$ cat config.mk
export PLATFORM = sky130hd
export DESIGN_NAME = collision_scanner
export DESIGN_NICKNAME = d
export VERILOG_FILES = /design/src/rtl/collision_scanner.sv
export SDC_FILE = /design/constraint.sdc
export NUM_CORES = 1
export LEC_CHECK = 0
export CAP_MARGIN = 20
export CORE_MARGIN = 4
export CORE_UTILIZATION = 36
export DETAILED_ROUTE_END_ITERATION = 10
export GPL_TIMING_DRIVEN = 0
export PLACE_DENSITY = 0.67
export SLEW_MARGIN = 20
export SYNTH_ARGS = -nofsm -noshare
export SYNTH_HDL_FRONTEND = slang
export SYNTH_SLANG_ARGS = --single-unit
$ cat constraint.sdc
create_clock -name clock -period 6.6 [get_ports clock]
set_input_delay 1.32 -clock clock [delete_from_list [all_inputs] [get_ports clock]]
set_output_delay 1.32 -clock clock [all_outputs]
set_load 0.03 [all_outputs]
$ cat src/rtl/collision_scanner.sv
// Bullet-vs-asteroid AABB collision scanner.
// Snapshots all objects on start, then tests one (bullet, asteroid) pair per clock.
module collision_scanner #(
    parameter int NUM_BULLETS   = 4,
    parameter int NUM_ASTEROIDS = 8,
    parameter int X_W           = 8,
    parameter int Y_W           = 7,
    parameter int BULLET_SIZE   = 2,
    parameter int ASTEROID_SIZE = 8,
    parameter int CNT_W         = 6
) (
    input  logic                           clock,
    input  logic                           resetn,
    input  logic                           start,
    input  logic [NUM_BULLETS-1:0]         bullet_valid,
    input  logic [NUM_BULLETS*X_W-1:0]     bullet_x,
    input  logic [NUM_BULLETS*Y_W-1:0]     bullet_y,
    input  logic [NUM_ASTEROIDS-1:0]       ast_valid,
    input  logic [NUM_ASTEROIDS*X_W-1:0]   ast_x,
    input  logic [NUM_ASTEROIDS*Y_W-1:0]   ast_y,
    output logic                           busy,
    output logic                           done,
    output logic [NUM_BULLETS-1:0]         bullet_hit,
    output logic [NUM_ASTEROIDS-1:0]       ast_hit,
    output logic [CNT_W-1:0]               hit_count
);

    localparam int IW = (NUM_BULLETS > 1) ? $clog2(NUM_BULLETS) : 1;
    localparam int JW = (NUM_ASTEROIDS > 1) ? $clog2(NUM_ASTEROIDS) : 1;

    typedef enum logic [1:0] {IDLE, SCAN, DONE} state_t;

    state_t state, state_nx;

    logic [NUM_BULLETS-1:0]       snap_bv;
    logic [NUM_BULLETS*X_W-1:0]   snap_bx;
    logic [NUM_BULLETS*Y_W-1:0]   snap_by;
    logic [NUM_ASTEROIDS-1:0]     snap_av;
    logic [NUM_ASTEROIDS*X_W-1:0] snap_ax;
    logic [NUM_ASTEROIDS*Y_W-1:0] snap_ay;

    logic [IW-1:0] i_idx;
    logic [JW-1:0] j_idx;
    // Set once the last pair is evaluated; SCAN then idles one cycle before DONE.
    logic          tail;

    logic [X_W-1:0] bx, ax;
    logic [Y_W-1:0] by, ay;
    logic [X_W:0]   bx_w, ax_w, bx_end, ax_end;
    logic [Y_W:0]   by_w, ay_w, by_end, ay_end;
    logic           overlap, pair_hit, last_pair, eval;

    always_comb begin
        bx = snap_bx[i_idx*X_W +: X_W];
        by = snap_by[i_idx*Y_W +: Y_W];
        ax = snap_ax[j_idx*X_W +: X_W];
        ay = snap_ay[j_idx*Y_W +: Y_W];
        bx_w   = {1'b0, bx};
        by_w   = {1'b0, by};
        ax_w   = {1'b0, ax};
        ay_w   = {1'b0, ay};
        bx_end = bx_w + (X_W+1)'(BULLET_SIZE);
        by_end = by_w + (Y_W+1)'(BULLET_SIZE);
        ax_end = ax_w + (X_W+1)'(ASTEROID_SIZE);
        ay_end = ay_w + (Y_W+1)'(ASTEROID_SIZE);
        overlap = (bx_w < ax_end) && (ax_w < bx_end) &&
                  (by_w < ay_end) && (ay_w < by_end);
        eval      = (state == SCAN) && !tail;
        pair_hit  = eval && snap_bv[i_idx] && snap_av[j_idx] && overlap;
        last_pair = (i_idx == IW'(NUM_BULLETS-1)) &&
                    (j_idx == JW'(NUM_ASTEROIDS-1));
    end

    always_comb begin
        state_nx = state;
        unique case (state)
            IDLE:    if (start) state_nx = SCAN;
            SCAN:    if (tail) state_nx = DONE;
            DONE:    state_nx = IDLE;
            default: state_nx = IDLE;
        endcase
    end

    always_ff @(posedge clock or negedge resetn) begin
        if (!resetn) begin
            state      <= IDLE;
            snap_bv    <= '0;
            snap_bx    <= '0;
            snap_by    <= '0;
            snap_av    <= '0;
            snap_ax    <= '0;
            snap_ay    <= '0;
            i_idx      <= '0;
            j_idx      <= '0;
            tail       <= 1'b0;
            bullet_hit <= '0;
            ast_hit    <= '0;
            hit_count  <= '0;
        end else begin
            state <= state_nx;
            if (state == IDLE && start) begin
                snap_bv    <= bullet_valid;
                snap_bx    <= bullet_x;
                snap_by    <= bullet_y;
                snap_av    <= ast_valid;
                snap_ax    <= ast_x;
                snap_ay    <= ast_y;
                i_idx      <= '0;
                j_idx      <= '0;
                tail       <= 1'b0;
                bullet_hit <= '0;
                ast_hit    <= '0;
                hit_count  <= '0;
            end else if (eval) begin
                if (pair_hit) begin
                    bullet_hit[i_idx] <= 1'b1;
                    ast_hit[j_idx]    <= 1'b1;
                    if (hit_count != '1)
                        hit_count <= hit_count + 1'b1;
                end
                if (last_pair) begin
                    tail <= 1'b1;
                end else if (j_idx == JW'(NUM_ASTEROIDS-1)) begin
                    j_idx <= '0;
                    i_idx <= i_idx + 1'b1;
                end else begin
                    j_idx <= j_idx + 1'b1;
                end
            end
        end
    end

    assign busy = (state != IDLE);
    assign done = (state == DONE);

endmodule
==> qor.txt, run 1 <==
status -> finished, final reports clean
VDD IR max -> 0.0002261 V
IO Count -> 215
initial DRC count -> 323
final worst slack -> 0.7393 ns
worst-margin pin slew -> 0.9842 ns
Initial Util -> 0.3687
hold slack -> 0.4997 ns
P_leak -> 5.839 nW
CTS clk-pin slew, worst paths -> 0.07 ns
MaxCap Viol Count -> 0
HPWL Detailed -> 22330 um
Die Area -> 32450 um2
TritonCTS Buffers -> 26
clk_lat worst skew -> 0.53 ns
Worst Path Buf+Inv -> 6
Die Ht -> 180.1 um
sequential element share of the synthesized area -> 0.5114
clock skew -> 0.02280 ns
vias -> 7327
CP most frequent cell -> o21ai_0
Crit path max-delay family -> buffers and inverters
fin nets -> 1253
period utilization -> 0.8880
CTS max path bufs -> 3
multi-input logic area -> 4943 um2
I/O Buffers -> 214
Hold WC Path Type -> reg -> reg
Cell Pwr Density -> 490.7 nW/um2
Netlist cell types -> 68
Worst path max stage delay -> 0.69 ns
Area Overhead vs Synth -> 33.79%
CTS tree -> yes
async set-reset flop share out of synthesis -> 1.000
Hold Vio Cnt, Final -> 0
mapped cell area -> 10670 um2
die width -> 180.1 um
fmax -> 170.6 MHz
EDFF count, synth -> 0
Core Util, Final -> 0.4933
register area -> 5455 um2
most frequent cells in the layout -> 218 x dfrtp_1, 213 x clkdlybuf4s50_1, 197 x mux2_2
WS Path Type -> reg -> reg
Routed WL -> 29980 um
core area -> 28940 um2
worst-path fanout max -> 10
Pins Over Slew Limit -> 0
Crit-path slowest cell -> buf_1
ANT cells -> 0
top_reg_cell synth -> dfrtp_1
drt via density -> 5.145
CP Capture Type -> flop
DR WL/cell -> 21.05 um
row cnt -> 62
DP Worst Slack -> 0.6868 ns
Max-slew headroom -> 0.3439
clock tree sinks -> 218
number of post-CTS setup repair buffers -> 0
synthesis-stage register bit count -> 218
final number of setup-violating endpoints -> 0
Synth warnings -> 0
Initial DRT Pass Iterations -> 4
crit start category -> flop
Mapped Cells -> 777
H-tree depth reported by CTS -> 1
layout cells sized above 1 -> 0.2904
Req. time, crit path -> 7.03 ns
fillers -> 2555
Final min period -> 5.861 ns
syn_area_per_cell -> 13.73 um2
clk root buf -> clkbuf_16
RePlAce Congestion -> 0.8201
RSZ-0062 raised after global routing -> false
global route overflow -> 0
first-pass GRT wire length -> 45860 um
GRT Total Usage -> 0.1795
post-synth net total -> 1009
post-cts sizing count -> 0
worst-path cell chain -> buf_6 > buf_6 > buf_2 > buf_1 > clkbuf_1 > nand3_1 > o21ai_0 > o21ai_0 > o21ai_0 > ha_1 > inv_1 > ha_1 > a2111oi_0 > o21ai_0 > a2111oi_4 > o2111ai_2 > or4_1 > a21oi_1
CTS Hold Bufs -> 0
CP arrival -> 6.29 ns
Placed Area -> 13350 um2
pin count of the biggest net entering global routing -> 95
most common cell after layout, fill and taps aside -> dfrtp_1
post-route cell area -> 14270 um2
DRC -> 0
vias in the first global route -> 7871
post-route ant nets -> 0
initial antenna violation count -> 1
==> cell usage after synthesis, drive strengths merged (3+ instances only) <==
master | number | area share
nor2b | 7 | 0.0041
mux4 | 31 | 0.065
o21ai | 18 | 0.0095
xor2 | 7 | 0.0057
nand3b | 3 | 0.0021
a2111oi | 3 | 0.0042
buf | 15 | 0.0097
clkbuf | 26 | 0.0091
and2 | 5 | 0.0032
a21oi | 22 | 0.010
a31oi | 13 | 0.0096
nand2b | 3 | 0.0018
o31ai | 3 | 0.0021
mux2i | 22 | 0.021
a221oi | 4 | 0.0033
ha | 37 | 0.043
and3 | 7 | 0.0046
dfrtp | 218 | 0.51
or3 | 4 | 0.0023
nand3 | 16 | 0.0075
nand2 | 26 | 0.0091
nor2 | 23 | 0.0081
mux2 | 197 | 0.21
a22oi | 5 | 0.0035
inv | 18 | 0.0063
xnor2 | 8 | 0.0066
nor3 | 4 | 0.0023
==> power by group <==
group          leakage, nW  switching (W)  internal (W)  total [W]
logic                 2.78        0.00155       0.00162    0.00317
clock network        0.456       0.000579      0.000956    0.00154
registers             2.60       0.000328       0.00197    0.00230
total                 5.84        0.00246       0.00455    0.00700
==> kinds of logic after synthesis <==
logic type | Yosys count | share of synthesized area
mux | 250 | 0.2940
simple gates | 108 | 0.05266
flops | 218 | 0.5114
xor+xnor | 15 | 0.01232
compound gates | 90 | 0.06099
fa+ha+maj | 37 | 0.04340
buf+inv | 59 | 0.02522
==> sequential cells by signal (all words and copies together), names as in the netlist, 4 cells and up <==
| register | count |
|---|---|
| snap_by | 28 |
| snap_av | 8 |
| hit_count | 6 |
| bullet_hit | 4 |
| snap_ay | 56 |
| snap_bv | 4 |
| ast_hit | 8 |
| snap_bx | 32 |
| snap_ax | 64 |
==> path summary, 6_finish.rpt <==
kind | from | end | slack, ns | cells past startpoint
hold reg to reg | bullet_hit[3]$_DFFE_PN0P_ | bullet_hit[3]$_DFFE_PN0P_ | 0.50 | 2
hold / removal | bullet_hit[3]$_DFFE_PN0P_ | bullet_hit[3]$_DFFE_PN0P_ | 0.50 | 2
min in group asynchronous | resetn | snap_ay[30]$_DFFE_PN0P_ | 0.70 | 1
setup / recovery | j_idx[0]$_DFFE_PN0P_ | hit_count[5]$_DFFE_PN0P_ | 0.74 | 18
setup reg to reg | j_idx[0]$_DFFE_PN0P_ | hit_count[5]$_DFFE_PN0P_ | 0.74 | 18
max in group asynchronous | resetn | snap_by[5]$_DFFE_PN0P_ | 4.76 | 3
==> final cells by class <==
cell class | count | area share
clock inverters | 12 | 0.01166
repair buffers | 216 | 0.1543
plain buffers | 41 | 0.01411
flip-flops and latches | 218 | 0.3822
well taps | 384 | 0.03366
clock buffers | 35 | 0.05295
multi-input cells | 500 | 0.3464
inverters | 18 | 0.004734
==> stage by stage <==
step,total power (W),TNS [ns],instances
after CTS,0.007091,0,1424
after global placement,0.005403,-1142.26,1375
after detailed placement,0.005524,0,1377
after floorplan,0.004564,0,777
final,0.007004,0,1424
after global routing,0.007495,0,1424
==> worst reg2reg max path, stage by stage (launching register included) <==
cell and delay [ns]:
dfrtp_1 0.41, buf_6 0.20, buf_6 0.23, buf_2 0.30, buf_1 0.69, clkbuf_1 0.61
nand3_1 0.14, o21ai_0 0.11, o21ai_0 0.12, o21ai_0 0.24, ha_1 0.31, inv_1 0.06
ha_1 0.23, a2111oi_0 0.42, o21ai_0 0.23, a2111oi_4 0.39, o2111ai_2 0.33, or4_1 0.58
a21oi_1 0.15
==> routing by layer <==
metal	GRT usage	vias up	part of all wire
met3	0.03593	39	0.052
li1	-	3367	-
met1	0.2401	3728	0.43
met5	0	-	0.00023
met4	0.03751	2	0.019
met2	0.3060	191	0.49
Note: power is estimated with default switching activity, not from simulation.
==> inputs of run 2 (changes only) <==
CTS_CLUSTER_DIAMETER = 80   (was not set)
clock period = 7.5 ns   (was 6.6 ns; I/O delays follow)
==> qor.txt, run 2 (synthesis results as in run 1) <==
status -> finished, final reports clean (unchanged)
core area -> 28940 um2 (unchanged)
CTS clk-pin slew, worst paths -> 0.06 ns (was 0.07 ns)
register area -> 5455 um2 (unchanged)
Final min period -> 5.868 ns (was 5.861 ns)
GRT Total Usage -> 0.1794 (was 0.1795)
most frequent cells in the layout -> 218 x dfrtp_1, 213 x clkdlybuf4s50_1, 197 x mux2_2 (unchanged)
Cell Pwr Density -> 429.5 nW/um2 (was 490.7 nW/um2)
worst-path fanout max -> 10 (unchanged)
Area Overhead vs Synth -> 33.45% (was 33.79%)
initial DRC count -> 337 (was 323)
multi-input logic area -> 4943 um2 (unchanged)
sum of negative setup slack -> 0 ns (unchanged)
Pins Over Slew Limit -> 0 (unchanged)
H-tree depth reported by CTS -> 1 (unchanged)
largest register by flop count -> snap_ax (unchanged)
IO Count -> 215 (unchanged)
period utilization -> 0.7823 (was 0.8880)
worst-path cell chain -> buf_6 > buf_6 > buf_2 > buf_1 > clkbuf_1 > nand3_1 > o21ai_0 > o21ai_0 > o21ai_0 > ha_1 > inv_1 > ha_1 > a2111oi_0 > o21ai_0 > a2111oi_4 > o2111ai_2 > or4_1 > a21oi_1 (unchanged)
Initial DRT Pass Iterations -> 5 (was 4)
HPWL Detailed -> 22330 um (unchanged)
fin nets -> 1253 (unchanged)
most common cell after layout, fill and taps aside -> dfrtp_1 (unchanged)
CP most frequent cell -> o21ai_0 (unchanged)
fillers -> 2573 (was 2555)
Crit-path slowest cell -> buf_1 (unchanged)
RSZ-0062 raised after global routing -> false (unchanged)
post-cts sizing count -> 0 (unchanged)
TritonCTS Buffers -> 26 (unchanged)
clk_lat worst skew -> 0.53 ns (about the same)
Max-slew headroom -> 0.3640 (was 0.3439)
Req. time, crit path -> 7.94 ns (was 7.03 ns)
WS Path Type -> reg -> reg (unchanged)
number of post-CTS setup repair buffers -> 0 (unchanged)
MaxCap Viol Count -> 0 (unchanged)
RePlAce Congestion -> 0.8201 (unchanged)
layout cells sized above 1 -> 0.2897 (was 0.2904)
Worst Path Buf+Inv -> 6 (unchanged)
clock tree sinks -> 218 (unchanged)
Worst path max stage delay -> 0.70 ns (was 0.69 ns)
die width -> 180.1 um (unchanged)
post-route ant nets -> 0 (unchanged)
vias in the first global route -> 7908 (was 7871)
reg2reg setup slack -> 1.63 ns (was 0.74 ns)
ANT cells -> 0 (unchanged)
worst-margin pin slew -> 0.9539 ns (was 0.9842 ns)
DR WL/cell -> 21.05 um (about the same)
global route overflow -> 0 (unchanged)
vias -> 7317 (was 7327)
VDD IR max -> 0.0002151 V (was 0.0002261 V)
clock skew -> 0.01538 ns (was 0.02280 ns)
final number of setup-violating endpoints -> 0 (unchanged)
initial antenna violation count -> 1 (unchanged)
Hold WC Path Type -> reg -> reg (unchanged)
crit start category -> flop (unchanged)
I/O Buffers -> 214 (unchanged)
final std cells w/o fill -> 1423 (was 1424)
pin count of the biggest net entering global routing -> 95 (unchanged)
DRC -> 0 (unchanged)
row cnt -> 62 (unchanged)
CTS Hold Bufs -> 0 (unchanged)
Initial Util -> 0.3687 (unchanged)
CTS tree -> yes (unchanged)
clk root buf -> clkbuf_16 (unchanged)
DP Cell Count -> 1377 (unchanged)
Die Area -> 32450 um2 (unchanged)
drt via density -> 5.142 (was 5.145)
max reg flops -> 64 (unchanged)
Routed WL -> 29960 um (was 29980 um)
first-pass GRT wire length -> 45780 um (was 45860 um)
fmax -> 170.4 MHz (was 170.6 MHz)
Hold Vio Cnt, Final -> 0 (unchanged)
Die Ht -> 180.1 um (unchanged)
CP arrival -> 6.31 ns (was 6.29 ns)
P_leak -> 5.818 nW (was 5.839 nW)
CTS max path bufs -> 3 (unchanged)
Crit path max-delay family -> buffers and inverters (unchanged)
CP Capture Type -> flop (unchanged)
biggest regs -> snap_ax x64, snap_ay x56, snap_bx x32 (unchanged)
==> run 2: cell count changes in the layout (fill, tap and decap cells not counted) <==
| cell | before | now |
|---|---|---|
| bufinv_16 | 4 | 3 |
| clkbuf_8 | 5 | 4 |
| clkinvlp_4 | 1 | 2 |
==> run 2: where the power goes <==
part,switching [W],internal (W),total (W),leakage [nW]
clock network,0.000506,0.000796,0.00130,0.435
logic,0.00137,0.00143,0.00279,2.78
registers,0.000287,0.00173,0.00202,2.60
total,0.00216,0.00396,0.00611,5.82
==> run 2: stage by stage <==
stage                     worst slack, ns    util  area (um2)  power, W  hold slack, ns
after floorplan                     3.043       -       10670  0.004017          0.4735
after global placement             -4.538  0.4593       13290  0.004755          0.4797
after detailed placement            1.587  0.4614       13350  0.004862          0.4881
after CTS                           1.594  0.4920       14240  0.006189          0.5011
after global routing                1.178  0.4920       14240  0.006547          0.5095
final                               1.632  0.4920       14240  0.006114          0.4985
==> run 2: metal layers <==
layer  global-route usage  wire [um]
met5                    0          7
met4              0.04235        691
met3              0.03613       1737
met2               0.3036      14650
met1               0.2396      12870
==> run 2: worst register-to-register path, cell delays in order, from the launching register on <==
cell,delay [ns]
dfrtp_1,0.41
buf_6,0.20
buf_6,0.23
buf_2,0.31
buf_1,0.71
clkbuf_1,0.61
nand3_1,0.14
o21ai_0,0.11
o21ai_0,0.12
o21ai_0,0.25
ha_1,0.31
inv_1,0.06
ha_1,0.23
a2111oi_0,0.42
o21ai_0,0.23
a2111oi_4,0.39
o2111ai_2,0.32
or4_1,0.58
a21oi_1,0.15
==> run 2: layout make-up <==
cell class                      count  area share
Buffer                             41     0.01415
Inverter                           18    0.004746
Tap cell                          384     0.03375
Clock inverter                     12     0.01011
Clock buffer                       34     0.05212
Sequential cell                   218      0.3832
Multi-Input combinational cell    500      0.3472
Timing Repair Buffer              216      0.1547
==> run 2: path summary, 6_finish.rpt <==
check,start,endpoint,cells past startpoint
max,j_idx[0]$_DFFE_PN0P_,hit_count[5]$_DFFE_PN0P_,18
min,ast_hit[5]$_DFFE_PN0P_,ast_hit[5]$_DFFE_PN0P_,2
max reg2reg,j_idx[0]$_DFFE_PN0P_,hit_count[5]$_DFFE_PN0P_,18
min reg2reg,ast_hit[5]$_DFFE_PN0P_,ast_hit[5]$_DFFE_PN0P_,2
max in group asynchronous,resetn,snap_by[2]$_DFFE_PN0P_,3
min in group asynchronous,resetn,snap_ay[30]$_DFFE_PN0P_,1
==> inputs of run 3 (changes only) <==
PLACE_DENSITY = 0.7   (was 0.67)
clock period = 4.8 ns   (was 7.5 ns; I/O delays follow)
==> qor.txt, run 3 (synthesis results as in run 1) <==
most frequent cells in the layout -> 218 x dfrtp_1, 213 x clkdlybuf4s50_1, 197 x mux2_2 (unchanged)
sequential power share -> 0.328 (was 0.330)
I/O Buffers -> 214 (unchanged)
register area -> 5455 um2 (unchanged)
fmax -> 226.0 MHz (was 170.4 MHz)
multi-input logic area -> 4959 um2 (was 4943 um2)
biggest regs -> snap_ax x64, snap_ay x56, snap_bx x32 (unchanged)
Comb pwr share -> 0.459 (was 0.457)
clk_lat worst skew -> 0.53 ns (about the same)
Crit path max-delay family -> compound AO/OA/AOI/OAI gates (was buffers and inverters)
die width -> 180.1 um (unchanged)
drt via density -> 5.130 (was 5.142)
vias in the first global route -> 8019 (was 7908)
Initial DRT Pass Iterations -> 4 (was 5)
fillers -> 2531 (was 2573)
clock skew -> 0.01661 ns (was 0.01538 ns)
core area -> 28940 um2 (unchanged)
layout cells sized above 1 -> 0.2954 (was 0.2897)
CTS tree -> yes (unchanged)
Worst Path Buf+Inv -> 4 (was 6)
global route overflow -> 0 (unchanged)
IO Count -> 215 (unchanged)
Max-slew headroom -> 0.3608 (was 0.3640)
CP arrival -> 4.87 ns (was 6.31 ns)
Hold WC Path Type -> in -> async (was reg -> reg)
row cnt -> 62 (unchanged)
Core Util, Final -> 0.4931 (was 0.4920)
Initial Util -> 0.3687 (unchanged)
WS Path Type -> reg -> reg (unchanged)
RSZ-0062 raised after global routing -> false (unchanged)
Placed Area -> 13350 um2 (unchanged)
clock network fraction of design power -> 0.212 (was 0.213)
worst-path cell chain -> buf_6 > buf_8 > buf_6 > mux2i_1 > o21ai_0 > o21ai_1 > o21ai_2 > ha_1 > inv_1 > ha_1 > a2111oi_0 > o21ai_1 > a2111oi_4 > o2111ai_4 > or4_1 > a21oi_1 (was buf_6 > buf_6 > buf_2 > buf_1 > clkbuf_1 > nand3_1 > o21ai_0 > o21ai_0 > o21ai_0 > ha_1 > inv_1 > ha_1 > a2111oi_0 > o21ai_0 > a2111oi_4 > o2111ai_2 > or4_1 > a21oi_1)
status -> finished, final reports clean (unchanged)
period utilization -> 0.9220 (was 0.7823)
DRT met1 WL -> 12330 um (was 12870 um)
worst-margin pin slew -> 0.9588 ns (was 0.9539 ns)
final worst slack -> 0.3743 ns (was 1.632 ns)
Crit-path slowest cell -> or4_1 (was buf_1)
Area Overhead vs Synth -> 33.76% (was 33.45%)
CP Capture Type -> flop (unchanged)
post-route ant nets -> 0 (unchanged)
GRT Total Usage -> 0.1788 (was 0.1794)
Pint -> 0.006199 W (was 0.003956 W)
TritonCTS Buffers -> 25 (was 26)
Die Area -> 32450 um2 (unchanged)
metal2 WL -> 14980 um (was 14650 um)
DR top layer -> met5 (unchanged)
DP Worst Slack -> -1.070 ns (was 1.587 ns)
Final min period -> 4.426 ns (was 5.868 ns)
ANT cells -> 0 (unchanged)
first-pass GRT wire length -> 45840 um (was 45780 um)
max reg flops -> 64 (unchanged)
CTS Hold Bufs -> 0 (unchanged)
Power Total -> 0.009599 W (was 0.006114 W)
crit start category -> flop (unchanged)
CTS clk-pin slew, worst paths -> 0.06 ns (about the same)
VDD IR max -> 0.0002637 V (was 0.0002151 V)
post-route cell area -> 14270 um2 (was 14240 um2)
RePlAce Congestion -> 0.8232 (was 0.8201)
P_leak -> 5.830 nW (was 5.818 nW)
Hold Vio Cnt, Final -> 0 (unchanged)
clock tree sinks -> 218 (unchanged)
Pins Over Slew Limit -> 0 (unchanged)
pin count of the biggest net entering global routing -> 93 (was 95)
DRC -> 0 (unchanged)
Die Ht -> 180.1 um (unchanged)
Switch Pwr -> 0.003400 W (was 0.002158 W)
Routed WL -> 29520 um (was 29960 um)
worst-path fanout max -> 19 (was 10)
vias -> 7284 (was 7317)
DR WL/cell -> 20.79 um (was 21.05 um)
HPWL Detailed -> 22290 um (was 22330 um)
MaxCap Viol Count -> 0 (unchanged)
initial DRC count -> 416 (was 337)
initial antenna violation count -> 2 (was 1)
Req. time, crit path -> 5.24 ns (was 7.94 ns)
largest register by flop count -> snap_ax (unchanged)
hold slack -> 0.3332 ns (was 0.4985 ns)
Worst path max stage delay -> 0.57 ns (was 0.70 ns)
most common cell after layout, fill and taps aside -> dfrtp_1 (unchanged)
CTS max path bufs -> 3 (unchanged)
met3 wire len -> 1623 um (was 1737 um)
Cell Pwr Density -> 672.7 nW/um2 (was 429.5 nW/um2)
clk root buf -> clkbuf_16 (unchanged)
Switching Fraction -> 0.3542 (was 0.3530)
final number of setup-violating endpoints -> 0 (unchanged)
fin nets -> 1249 (was 1253)
H-tree depth reported by CTS -> 1 (unchanged)
==> run 3: cell count changes in the layout (fill, tap and decap cells not counted), sizes merged <==
cell / previous run / this run
clkbuf: 60 / 56
buf: 18 / 15
clkinv: 7 / 9
bufinv: 3 / 4
inv: 18 / 19
==> run 3: power by group through the flow <==
stage	clock network, W	registers [W]	logic (W)
floorplan	0	0.00304	0.00324
global placement	0	0.00315	0.00427
detailed placement	0	0.00318	0.00440
CTS	0.00209	0.00316	0.00445
global route	0.00216	0.00326	0.00487
finish	0.00204	0.00315	0.00441
==> run 3: stage by stage <==
step / setup TNS, ns / std cells
2_1_floorplan: 0 / 777
5_1_grt: 0 / 1420
4_1_cts: 0 / 1421
3_5_place_dp: -15.28 / 1377
3_3_place_gp: -1455.46 / 1375
6_report: 0 / 1420
==> run 3: routing by layer <==
layer	track usage	vias up
met5	0	-
met4	0.04114	4
met3	0.03270	43
met2	0.3108	172
met1	0.2342	3713
li1	-	3352
==> run 3: layout make-up <==
| class | count | share of cell area |
|---|---|---|
| plain buffers | 38 | 0.01491 |
| multi-input cells | 500 | 0.3475 |
| inverters | 18 | 0.004735 |
| well taps | 384 | 0.03367 |
| clock inverters | 16 | 0.01456 |
| flip-flops and latches | 218 | 0.3823 |
| clock buffers | 30 | 0.04797 |
| repair buffers | 216 | 0.1543 |
==> run 3: repair_timing <==
item	CTS	global route
endpoints found under the setup margin	18	15
gates cloned	0	0
hold endpoints to repair	0	0
resized for setup	13	6
buffers inserted	0	0
==> run 3: path summary, 6_finish.rpt <==
path	startpoint	to	slack, ns	cells past startpoint
worst max-delay path	j_idx[0]$_DFFE_PN0P_	hit_count[5]$_DFFE_PN0P_	0.37	16
worst min-delay path	resetn	snap_ay[37]$_DFFE_PN0P_	0.33	1
worst max register to register	j_idx[0]$_DFFE_PN0P_	hit_count[5]$_DFFE_PN0P_	0.37	16
worst min register to register	snap_ay[29]$_DFFE_PN0P_	snap_ay[29]$_DFFE_PN0P_	0.50	1
max in group asynchronous	resetn	snap_bx[25]$_DFFE_PN0P_	3.63	2
min in group clock	snap_ay[29]$_DFFE_PN0P_	snap_ay[29]$_DFFE_PN0P_	0.50	1
